## src/rtl/axi_arb_pkg.sv

```systemverilog
// Shared constants for the AXI single-read-port arbiter: FSM encoding and the
// default data word returned when a read times out.
package axi_arb_pkg;

  localparam logic [1:0] ST_IDLE  = 2'd0;
  localparam logic [1:0] ST_ISSUE = 2'd1;
  localparam logic [1:0] ST_WAIT  = 2'd2;
  localparam logic [1:0] ST_RESP  = 2'd3;

  localparam logic [31:0] DEFAULT_ERR_DATA = 32'hDEADBEEF;

endpackage

```

## src/rtl/axi_read_arbiter_if.sv

```systemverilog
// Bundle of requester-side and AXI_master-side signals around the read arbiter.
// The slave modport is the arbiter's view; master is the surrounding logic.
interface axi_read_arbiter_if #(
  parameter int NUM_REQ = 4,
  parameter int ADDR_W  = 32,
  parameter int DATA_W  = 32
);

  logic [NUM_REQ-1:0]        req_valid;
  logic [NUM_REQ*ADDR_W-1:0] req_addr;
  logic [NUM_REQ-1:0]        req_ready;
  logic [NUM_REQ-1:0]        rsp_valid;
  logic [DATA_W-1:0]         rsp_data;
  logic                      rsp_error;
  logic                      busy;
  logic                      read_request;
  logic [ADDR_W-1:0]         read_address;
  logic [DATA_W-1:0]         value_read;
  logic                      data_available;

  modport slave (
    input  req_valid, req_addr, value_read, data_available,
    output req_ready, rsp_valid, rsp_data, rsp_error, busy,
           read_request, read_address
  );

  modport master (
    output req_valid, req_addr, value_read, data_available,
    input  req_ready, rsp_valid, rsp_data, rsp_error, busy,
           read_request, read_address
  );

endinterface

```

## src/rtl/rr_arbiter.sv

```systemverilog
// Combinational round-robin pick: first set request strictly after 'last',
// wrapping modulo N.
module rr_arbiter #(
  parameter int N  = 4,
  parameter int IW = $clog2(N)
) (
  input  logic [N-1:0]  req,
  input  logic [IW-1:0] last,
  output logic [IW-1:0] gnt_idx,
  output logic          any
);

  assign any = |req;

  // Walk offsets from farthest to nearest so the nearest set bit wins.
  always_comb begin
    gnt_idx = '0;
    for (int off = N; off >= 1; off--) begin
      if (req[(int'(last) + off) % N]) begin
        gnt_idx = IW'((int'(last) + off) % N);
      end
    end
  end

endmodule

```

## src/rtl/axi_read_arbiter.sv

```systemverilog
// Shares AXI_master's single read port among NUM_REQ requesters: round-robin
// grant, one read in flight, per-read timeout returning ERR_DATA.
module axi_read_arbiter
  import axi_arb_pkg::*;
#(
  parameter int               NUM_REQ  = 4,
  parameter int               ADDR_W   = 32,
  parameter int               DATA_W   = 32,
  parameter int               TIMEOUT  = 1024,
  parameter logic [DATA_W-1:0] ERR_DATA = DATA_W'(DEFAULT_ERR_DATA)
) (
  input  logic               clk,
  input  logic               rst,
  axi_read_arbiter_if.slave  bus
);

  localparam int IW = $clog2(NUM_REQ);
  localparam int TW = $clog2(TIMEOUT);

  logic [1:0]        state_q, state_d;
  logic [IW-1:0]     grant_q, grant_d;
  logic [IW-1:0]     last_q, last_d;
  logic [TW-1:0]     timer_q, timer_d;
  logic [ADDR_W-1:0] addr_q, addr_d;
  logic [DATA_W-1:0] data_q, data_d;
  logic              err_q, err_d;

  logic [IW-1:0]     arb_idx;
  logic              arb_any;
  logic [ADDR_W-1:0] addr_arr [NUM_REQ];
  logic [NUM_REQ-1:0] grant_oh;

  rr_arbiter #(.N(NUM_REQ), .IW(IW)) u_rr (
    .req     (bus.req_valid),
    .last    (last_q),
    .gnt_idx (arb_idx),
    .any     (arb_any)
  );

  for (genvar gi = 0; gi < NUM_REQ; gi++) begin : g_req
    assign addr_arr[gi]      = bus.req_addr[gi*ADDR_W +: ADDR_W];
    assign grant_oh[gi]      = (grant_q == IW'(gi));
    assign bus.req_ready[gi] = (state_q == ST_ISSUE) && grant_oh[gi];
    assign bus.rsp_valid[gi] = (state_q == ST_RESP) && grant_oh[gi];
  end

  assign bus.read_request = (state_q == ST_ISSUE);
  assign bus.read_address = addr_q;
  assign bus.rsp_data     = data_q;
  assign bus.rsp_error    = err_q;
  assign bus.busy         = (state_q != ST_IDLE);

  always_comb begin
    state_d = state_q;
    grant_d = grant_q;
    last_d  = last_q;
    timer_d = timer_q;
    addr_d  = addr_q;
    data_d  = data_q;
    err_d   = err_q;
    case (state_q)
      ST_IDLE: begin
        if (arb_any) begin
          grant_d = arb_idx;
          addr_d  = addr_arr[arb_idx];
          state_d = ST_ISSUE;
        end
      end
      ST_ISSUE: begin
        timer_d = '0;
        state_d = ST_WAIT;
      end
      ST_WAIT: begin
        // Real data takes priority over a timeout landing on the same cycle.
        if (bus.data_available) begin
          data_d  = bus.value_read;
          err_d   = 1'b0;
          state_d = ST_RESP;
        end else if (timer_q == TW'(TIMEOUT - 1)) begin
          data_d  = ERR_DATA;
          err_d   = 1'b1;
          state_d = ST_RESP;
        end else begin
          timer_d = timer_q + 1'b1;
        end
      end
      ST_RESP: begin
        last_d  = grant_q;
        state_d = ST_IDLE;
      end
      default: state_d = ST_IDLE;
    endcase
  end

  // last_q starts at NUM_REQ-1 so requester 0 is first after reset.
  always_ff @(posedge clk) begin
    if (rst) begin
      state_q <= ST_IDLE;
      grant_q <= '0;
      last_q  <= IW'(NUM_REQ - 1);
      timer_q <= '0;
      addr_q  <= '0;
      data_q  <= '0;
      err_q   <= 1'b0;
    end else begin
      state_q <= state_d;
      grant_q <= grant_d;
      last_q  <= last_d;
      timer_q <= timer_d;
      addr_q  <= addr_d;
      data_q  <= data_d;
      err_q   <= err_d;
    end
  end

endmodule

```

## src/flat_wrapper.sv

```systemverilog
// flat-port wrapper written by rule: the top's interface ports become plain ports
module axi_read_arbiter_flat import axi_arb_pkg::*;
#(
  parameter int               NUM_REQ  = 4,
  parameter int               ADDR_W   = 32,
  parameter int               DATA_W   = 32,
  parameter int               TIMEOUT  = 1024,
  parameter logic [DATA_W-1:0] ERR_DATA = DATA_W'(DEFAULT_ERR_DATA)
)
  (clk, rst, bus_req_valid, bus_req_addr, bus_value_read, bus_data_available, bus_req_ready, bus_rsp_valid, bus_rsp_data, bus_rsp_error, bus_busy, bus_read_request, bus_read_address);
  axi_read_arbiter_if #(.NUM_REQ(NUM_REQ), .ADDR_W(ADDR_W), .DATA_W(DATA_W)) bus_i ();
  input  logic clk;
  input  logic rst;
  input wire logic [$bits(bus_i.req_valid)-1:0] bus_req_valid;
  input wire logic [$bits(bus_i.req_addr)-1:0] bus_req_addr;
  input wire logic [$bits(bus_i.value_read)-1:0] bus_value_read;
  input wire logic [$bits(bus_i.data_available)-1:0] bus_data_available;
  output wire logic [$bits(bus_i.req_ready)-1:0] bus_req_ready;
  output wire logic [$bits(bus_i.rsp_valid)-1:0] bus_rsp_valid;
  output wire logic [$bits(bus_i.rsp_data)-1:0] bus_rsp_data;
  output wire logic [$bits(bus_i.rsp_error)-1:0] bus_rsp_error;
  output wire logic [$bits(bus_i.busy)-1:0] bus_busy;
  output wire logic [$bits(bus_i.read_request)-1:0] bus_read_request;
  output wire logic [$bits(bus_i.read_address)-1:0] bus_read_address;
  assign bus_i.req_valid = bus_req_valid;
  assign bus_i.req_addr = bus_req_addr;
  assign bus_i.value_read = bus_value_read;
  assign bus_i.data_available = bus_data_available;
  assign bus_req_ready = bus_i.req_ready;
  assign bus_rsp_valid = bus_i.rsp_valid;
  assign bus_rsp_data = bus_i.rsp_data;
  assign bus_rsp_error = bus_i.rsp_error;
  assign bus_busy = bus_i.busy;
  assign bus_read_request = bus_i.read_request;
  assign bus_read_address = bus_i.read_address;
  axi_read_arbiter #(.NUM_REQ(NUM_REQ), .ADDR_W(ADDR_W), .DATA_W(DATA_W), .TIMEOUT(TIMEOUT), .ERR_DATA(ERR_DATA)) u_core (.clk(clk), .rst(rst), .bus(bus_i));
endmodule
```

## config.mk

```make
export PLATFORM = sky130hd
export DESIGN_NAME = axi_read_arbiter_flat
export DESIGN_NICKNAME = d
export VERILOG_FILES = /design/src/rtl/axi_arb_pkg.sv /design/src/rtl/axi_read_arbiter_if.sv /design/src/rtl/rr_arbiter.sv /design/src/rtl/axi_read_arbiter.sv /design/src/flat_wrapper.sv
export SDC_FILE = /design/constraint.sdc
export NUM_CORES = 1
export LEC_CHECK = 0
export ABC_CLOCK_PERIOD_IN_PS = 4800
export BUFFER_PORTS_ARGS = -buffer_cell sky130_fd_sc_hd__buf_4
export CAP_MARGIN = 10
export CORE_MARGIN = 2
export CORE_UTILIZATION = 30
export CTS_CLUSTER_SIZE = 14
export DETAILED_ROUTE_END_ITERATION = 10
export SLEW_MARGIN = 20
export SYNTH_ARGS = -nofsm -noshare
export SYNTH_HDL_FRONTEND = slang
export SYNTH_SLANG_ARGS = --single-unit
```

## constraint.sdc

```tcl
create_clock -name clk -period 4.8 [get_ports clk]
set_clock_uncertainty 0.05 [all_clocks]
set_input_delay 0.72 -clock clk [delete_from_list [all_inputs] [get_ports clk]]
set_output_delay 0.72 -clock clk [all_outputs]
set_load 0.05 [all_outputs]
```

==> reports/results.txt, run 1 <==
Layout cell share with drive strength beyond 1 = 39.44%
Commonest non-fill, non-tap cell in the layout = buf_4
First-pass GRT wire length = 22.02 mm
Post-synthesis cell count = 495
RSZ-0062 raised after global routing = false
Full die area = 15310 um^2
Iteration count of the initial detailed-routing pass = 4
Via Count = 4684
I/O pin cnt = 242
Port Buffer Count = 241
Inst Count DP = 879
Area after DPL = 6188 um^2
Status = complete, no violations
R2r setup slk = 2230 ps
Final WL = 14.80 mm
Pleak = 3.036 nW
Max IR drop VDD = 286.3 uV
Depth of the CTS H-tree = 3
Number of flops mapped to enable cells by yosys = 0
Crit path DAT = 2770 ps
Worst setup SP type = primary input
Non-filler cells, final = 895
Met2 usage in global routing = 30.60%
Total GRT Usage = 18.36%
Largest net degree at the start of global routing = 86
Total congestion overflow = 0
Syn nets = 667
Routability congestion estimate = 0.8292
Post-CTS setup buffer count = 0
Ys flop type = dfxtp_1
Setup crit end kind = register
Average size of a mapped cell = 8.688 um^2
Commonest cells after routing, fill and taps aside = buf_4 (245), dfxtp_1 (81), nor2_1 (70)
Detail Route Antenna Nets = 0
Area Growth Syn to Fin = 50.97%
CP most frequent cell = buf_4
CTS clk-pin slew, worst paths = 60 ps
Sequential share of the synthesized area = 37.71%
Vert. Die Dim = 123.7 um
Worst r2r dst = u_core.bus.read_address[21]
Final setup viols = 0
Worst slew margin = 40.07%
Worst Path Required = 5000 ps
Initial antenna violation count = 0
Core area = 13930 um^2
Cells resized by post-CTS repair = 0
CP Class = primary input to register
Fin crit period = 2567 ps
Cell variety after synth = 48
Post-synth ARST share = 0%
Final hold violations = 0
Worst path cell trace = buf_4 -> nor2b_1 -> o21a_1 -> nor3_4 -> buf_4 -> mux2_2 -> o221ai_1
Max clock buf depth = 2
Initial Util = 30.86%
YS warnings = 0
Crit Path Max Fanout = 27
CTS root buffer = clkbuf_16
Reg2reg start = u_core.last_q[1]
Hold-fix buffers, CTS = 0
Worst-Margin Slew = 898.9 ps
Slowest stage delay, CP = 470 ps
Rows = 43
Die Wd = 123.7 um
DP Wirelength = 10.87 mm
Fmax achieved = 389.5 MHz
Vias in the first global route = 4426
Via density = 5.234
Fin nets = 882
CTS tree = built
Met1 Use GR = 22.74%
Met3 Use GR = 4.533%
Worst hold path type = register to register
TritonCTS Buffers = 9
Final Max Tran Viols = 0
Clk sinks = 81
Diode count = 0
Setup TNS = 0 ps
Most Crowded Layer GR = met2
Worst-Skew Late Latency = 340 ps
Post-route cell area = 6492 um^2
Drt drc = 0
Routed len/inst = 16.53 um
Slowest-stage cell, CP = o21a_1
Yosys reg bits = 81
Initial DRC count = 356
Final worst path period share = 53.49%
Netlist Area Pre-Place = 4300 um^2
Setup crit end = u_core.bus.read_address[1]
MaxCap Viol Count = 0
Worst r2r path cells = 5
Pwr Density = 534.1 nW/um^2
Crit. Startpoint = bus_req_valid[1]
==> kinds of logic (layout without fill, tap and decap cells) <==
kind of cell	Yosys count	count (layout)	synth area share, %
AO/OA/AOI/OAI	112	112	19.81
buffers and inverters	48	268	4.975
AND/OR/NAND/NOR	203	203	24.96
adder cells (fa/ha/maj)	5	5	1.455
flip-flops	81	81	37.71
XOR/XNOR	2	2	0.4074
multiplexers	44	44	10.68
==> sequential cells by signal, summed over array words and instances, names as in the netlist <==
name,count
u_core.grant_q,2
u_core.bus.read_address,32
u_core.state_q,2
u_core.timer_q,10
u_core.bus.rsp_data,32
u_core.bus.rsp_error,1
u_core.last_q,2
==> critical path: cells and delay by family <==
kind,cells,cell delay [ps]
muxes,1,380
buffers and inverters,2,560
and+or+nand+nor,2,450
AOI/OAI and AO/OA,2,640
==> how the worst min path moves through the flow <==
stage | slack (ps) | from | to | cells past startpoint
after floorplan | 410 | u_core.timer_q[9] | u_core.timer_q[9] | 2
after global placement | 420 | u_core.timer_q[9] | u_core.timer_q[9] | 2
after detailed placement | 440 | u_core.bus.rsp_data[0] | u_core.bus.rsp_data[0] | 2
after CTS | 450 | u_core.bus.rsp_data[0] | u_core.bus.rsp_data[0] | 2
after global routing | 460 | u_core.bus.rsp_data[9] | u_core.bus.rsp_data[9] | 2
final | 450 | u_core.bus.rsp_data[9] | u_core.bus.rsp_data[9] | 2
==> through the flow <==
step                      utilization [%]  power, mW  setup WS [ps]  hold slack, ps
final                               46.59      3.468           2233           446.6
after global routing                46.59      3.660           2048           460.2
after CTS                           46.54      3.504           2252           446.4
after detailed placement            44.41      2.797           1895           438.0
after global placement              44.36      2.763           1957           423.7
after floorplan                         -      2.217           1911           408.0
==> synthesized netlist by cell type (4+ instances only) <==
| library cell | count | area [um^2] |
|---|---|---|
| dfxtp_1 | 81 | 1622 |
| nor2_1 | 70 | 262.8 |
| clkbuf_1 | 33 | 123.9 |
| mux2i_1 | 29 | 290.3 |
| nor3_1 | 26 | 130.1 |
| nand4_1 | 22 | 137.6 |
| o31ai_1 | 21 | 157.7 |
| nand2b_1 | 19 | 118.9 |
| nand3b_1 | 19 | 142.6 |
| o221ai_1 | 18 | 157.7 |
| mux2_2 | 15 | 168.9 |
| a31oi_1 | 13 | 81.33 |
| nand2_1 | 13 | 48.80 |
| o211a_1 | 13 | 130.1 |
| nand3_1 | 10 | 50.05 |
| a21oi_1 | 9 | 45.04 |
| a21o_1 | 8 | 60.06 |
| a22oi_1 | 8 | 60.06 |
| inv_1 | 7 | 26.28 |
| ha_1 | 5 | 62.56 |
| o211ai_1 | 4 | 30.03 |
| or4_1 | 4 | 30.03 |
==> per-layer routing <==
metal	vias up	wire length [um]
li1	2282	-
met1	2178	6148
met2	202	7045
met3	22	1327
met4	0	274
met5	-	0
==> power by group <==
part           switching, mW  internal, mW  leakage, nW
logic                   1.20         0.603         2.23
registers              0.119         0.855        0.663
clock network          0.278         0.413        0.148
==> final cells by class <==
cell class | count | area [um^2]
clock inverters | 6 | 57.56
repair buffers | 245 | 1839
flip-flops and latches | 81 | 1622
multi-input cells | 366 | 2484
clock buffers | 10 | 239.0
fillers | 1369 | 7442
inverters | 7 | 26.28
well taps | 180 | 225.2
No activity file was read; power rests on OpenSTA's default activity.
==> run 2, diff against run 1 <==
Settings changed: ABC_CLOCK_PERIOD_IN_PS 4800 to 2400.
Clock period 4.8 ns to 2.4 ns, I/O delays scaled along.
==> run 2 against run 1 <==
Sequential power increased by 99%. Via count increased by 0.38%. Register-to-register slack got worse by 1800 ps. Non-clock buffer count increased by 15. Global-route usage increased by 0.63 points. Design area increased by 1.9%. Sequential cell count unchanged. Combinational power increased by 100%. Largest cell class unchanged. Highest routed layer unchanged.
==> reports/results.txt, run 2 (synthesis results as in run 1) <==
Fin crit period = 2000 ps
Total GRT Usage = 18.98% (+0.63 points)
Worst slew margin = 56.03% (+16 points)
CP Class = register to register
Worst Path Required = 2570 ps (-2430 ps)
Worst-Margin Slew = 659.6 ps (-239.3 ps)
Commonest cells after routing, fill and taps aside = buf_4 (258), dfxtp_1 (81), nor2_1 (70)
Slowest-stage cell, CP = o31ai_1
DP Wirelength = 11.14 mm (+2.5%)
Worst Path Buf+Inv = 0 (-2)
Post-route cell area = 6616 um^2 (+1.9%)
Setup crit end kind = register
Detail Route Antenna Nets = 0 (unchanged)
R2r setup slk = 400 ps (-1830 ps)
CTS clk-pin slew, worst paths = 60 ps (about the same)
FILL cells = 1324 (-3.3%)
CTS tree = built
Total congestion overflow = 0 (unchanged)
Initial antenna violation count = 0 (unchanged)
Diode count = 0 (unchanged)
Pleak = 3.117 nW (+2.6%)
WHS = 207.4 ps (-239.2 ps)
Worst setup SP type = register
Setup TNS = 0 ps (unchanged)
Slowest stage delay, CP = 450 ps (-20 ps)
Full die area = 15310 um^2 (unchanged)
Routed len/inst = 16.37 um (-0.96%)
Routability congestion estimate = 0.8197 (-1.1%)
Clk sinks = 81 (unchanged)
First-pass GRT wire length = 22.64 mm (+2.8%)
Max clock buf depth = 2 (unchanged)
Via density = 5.167 (-1.3%)
Fmax achieved = 500.1 MHz
Initial DRC count = 193 (-46%)
Rows = 43 (unchanged)
Power Total = 6.964 mW (+100%)
Crit path DAT = 2170 ps (-600 ps)
Pwr Density = 1053 nW/um^2 (+97%)
TritonCTS Buffers = 9 (unchanged)
Worst hold path type = primary input to register
Post-layout util = 47.48% (+0.89 points)
Area Growth Syn to Fin = 53.86%
MaxCap Viol Count = 0 (unchanged)
Max IR drop VDD = 510.4 uV (+78%)
Final worst path period share = 83.32%
Cells resized by post-CTS repair = 0 (unchanged)
Die Wd = 123.7 um (unchanged)
Post-CTS setup buffer count = 0 (unchanged)
Final WL = 14.90 mm (+0.70%)
Port Buffer Count = 241 (unchanged)
Hold-fix buffers, CTS = 0 (unchanged)
Largest net degree at the start of global routing = 48 (-44%)
Vert. Die Dim = 123.7 um (unchanged)
CP most frequent cell = nand2_1
Fin nets = 897 (+1.7%)
Layout cell share with drive strength beyond 1 = 40.55% (+1.1 points)
Via Count = 4702 (+0.38%)
Drt drc = 0 (unchanged)
Area after DPL = 6324 um^2 (+2.2%)
Worst path cell trace = ha_1 -> nand2_1 -> o31ai_1 -> nand2_1 -> a22oi_1 -> nor2_1
RSZ-0062 raised after global routing = false
Status = complete, no violations
CTS root buffer = clkbuf_16
Worst-Skew Late Latency = 340 ps (about the same)
Core area = 13930 um^2 (unchanged)
I/O pin cnt = 242 (unchanged)
Vias in the first global route = 4673 (+5.6%)
Depth of the CTS H-tree = 3 (unchanged)
Commonest non-fill, non-tap cell in the layout = buf_4
Iteration count of the initial detailed-routing pass = 4 (unchanged)
Final Max Tran Viols = 0 (unchanged)
Crit Path Max Fanout = 8 (-70%)
Final hold violations = 0 (unchanged)
Final setup viols = 0 (unchanged)
CP delay by family, top = compound AO/OA/AOI/OAI gates
Initial Util = 30.86% (unchanged)
run 2: cell type report:
cell class                      instances  area [um^2]  area share (%)
Inverter                                7        26.28          0.3971
Timing Repair Buffer                  260         1977           29.88
Clock inverter                          5        40.04          0.6051
Multi-Input combinational cell        366         2474           37.39
Sequential cell                        81         1622           24.51
Clock buffer                           11        252.7           3.820
Tap cell                              180        225.2           3.404
run 2: per-stage QoR:
stage	worst slack (ps)	std cells
finish	400.3	910
global route	202.9	910
CTS	389.3	910
detailed placement	267.2	894
global placement	317.4	894
floorplan	231.0	495
run 2: report_power, final:
part | switching (mW) | total (mW) | internal (mW)
Combinational | 2.40 | 3.68 | 1.28
Sequential | 0.232 | 1.94 | 1.71
Clock | 0.579 | 1.34 | 0.763
run 2: path summary, 6_finish.rpt:
| path | end | cells after the start | start |
|---|---|---|---|
| max reg2reg | u_core.bus.rsp_data[29] | 6 | u_core.timer_q[0] |
| min | u_core.bus.rsp_data[14] | 3 | bus_value_read[14] |
| max | u_core.bus.rsp_data[29] | 6 | u_core.timer_q[0] |
| min reg2reg | u_core.bus.rsp_data[1] | 2 | u_core.bus.rsp_data[1] |
run 2: worst min-delay path, stage by stage:
cell	delay [ps]
buf_4	80
a22oi_1	50
nor2_1	80
run 2: routing by layer:
layer	global-route usage [%]	share of wire, %
met3	6.319	8.7
met4	5.682	1.3
met1	20.71	39
met2	34.68	51
met5	0	0
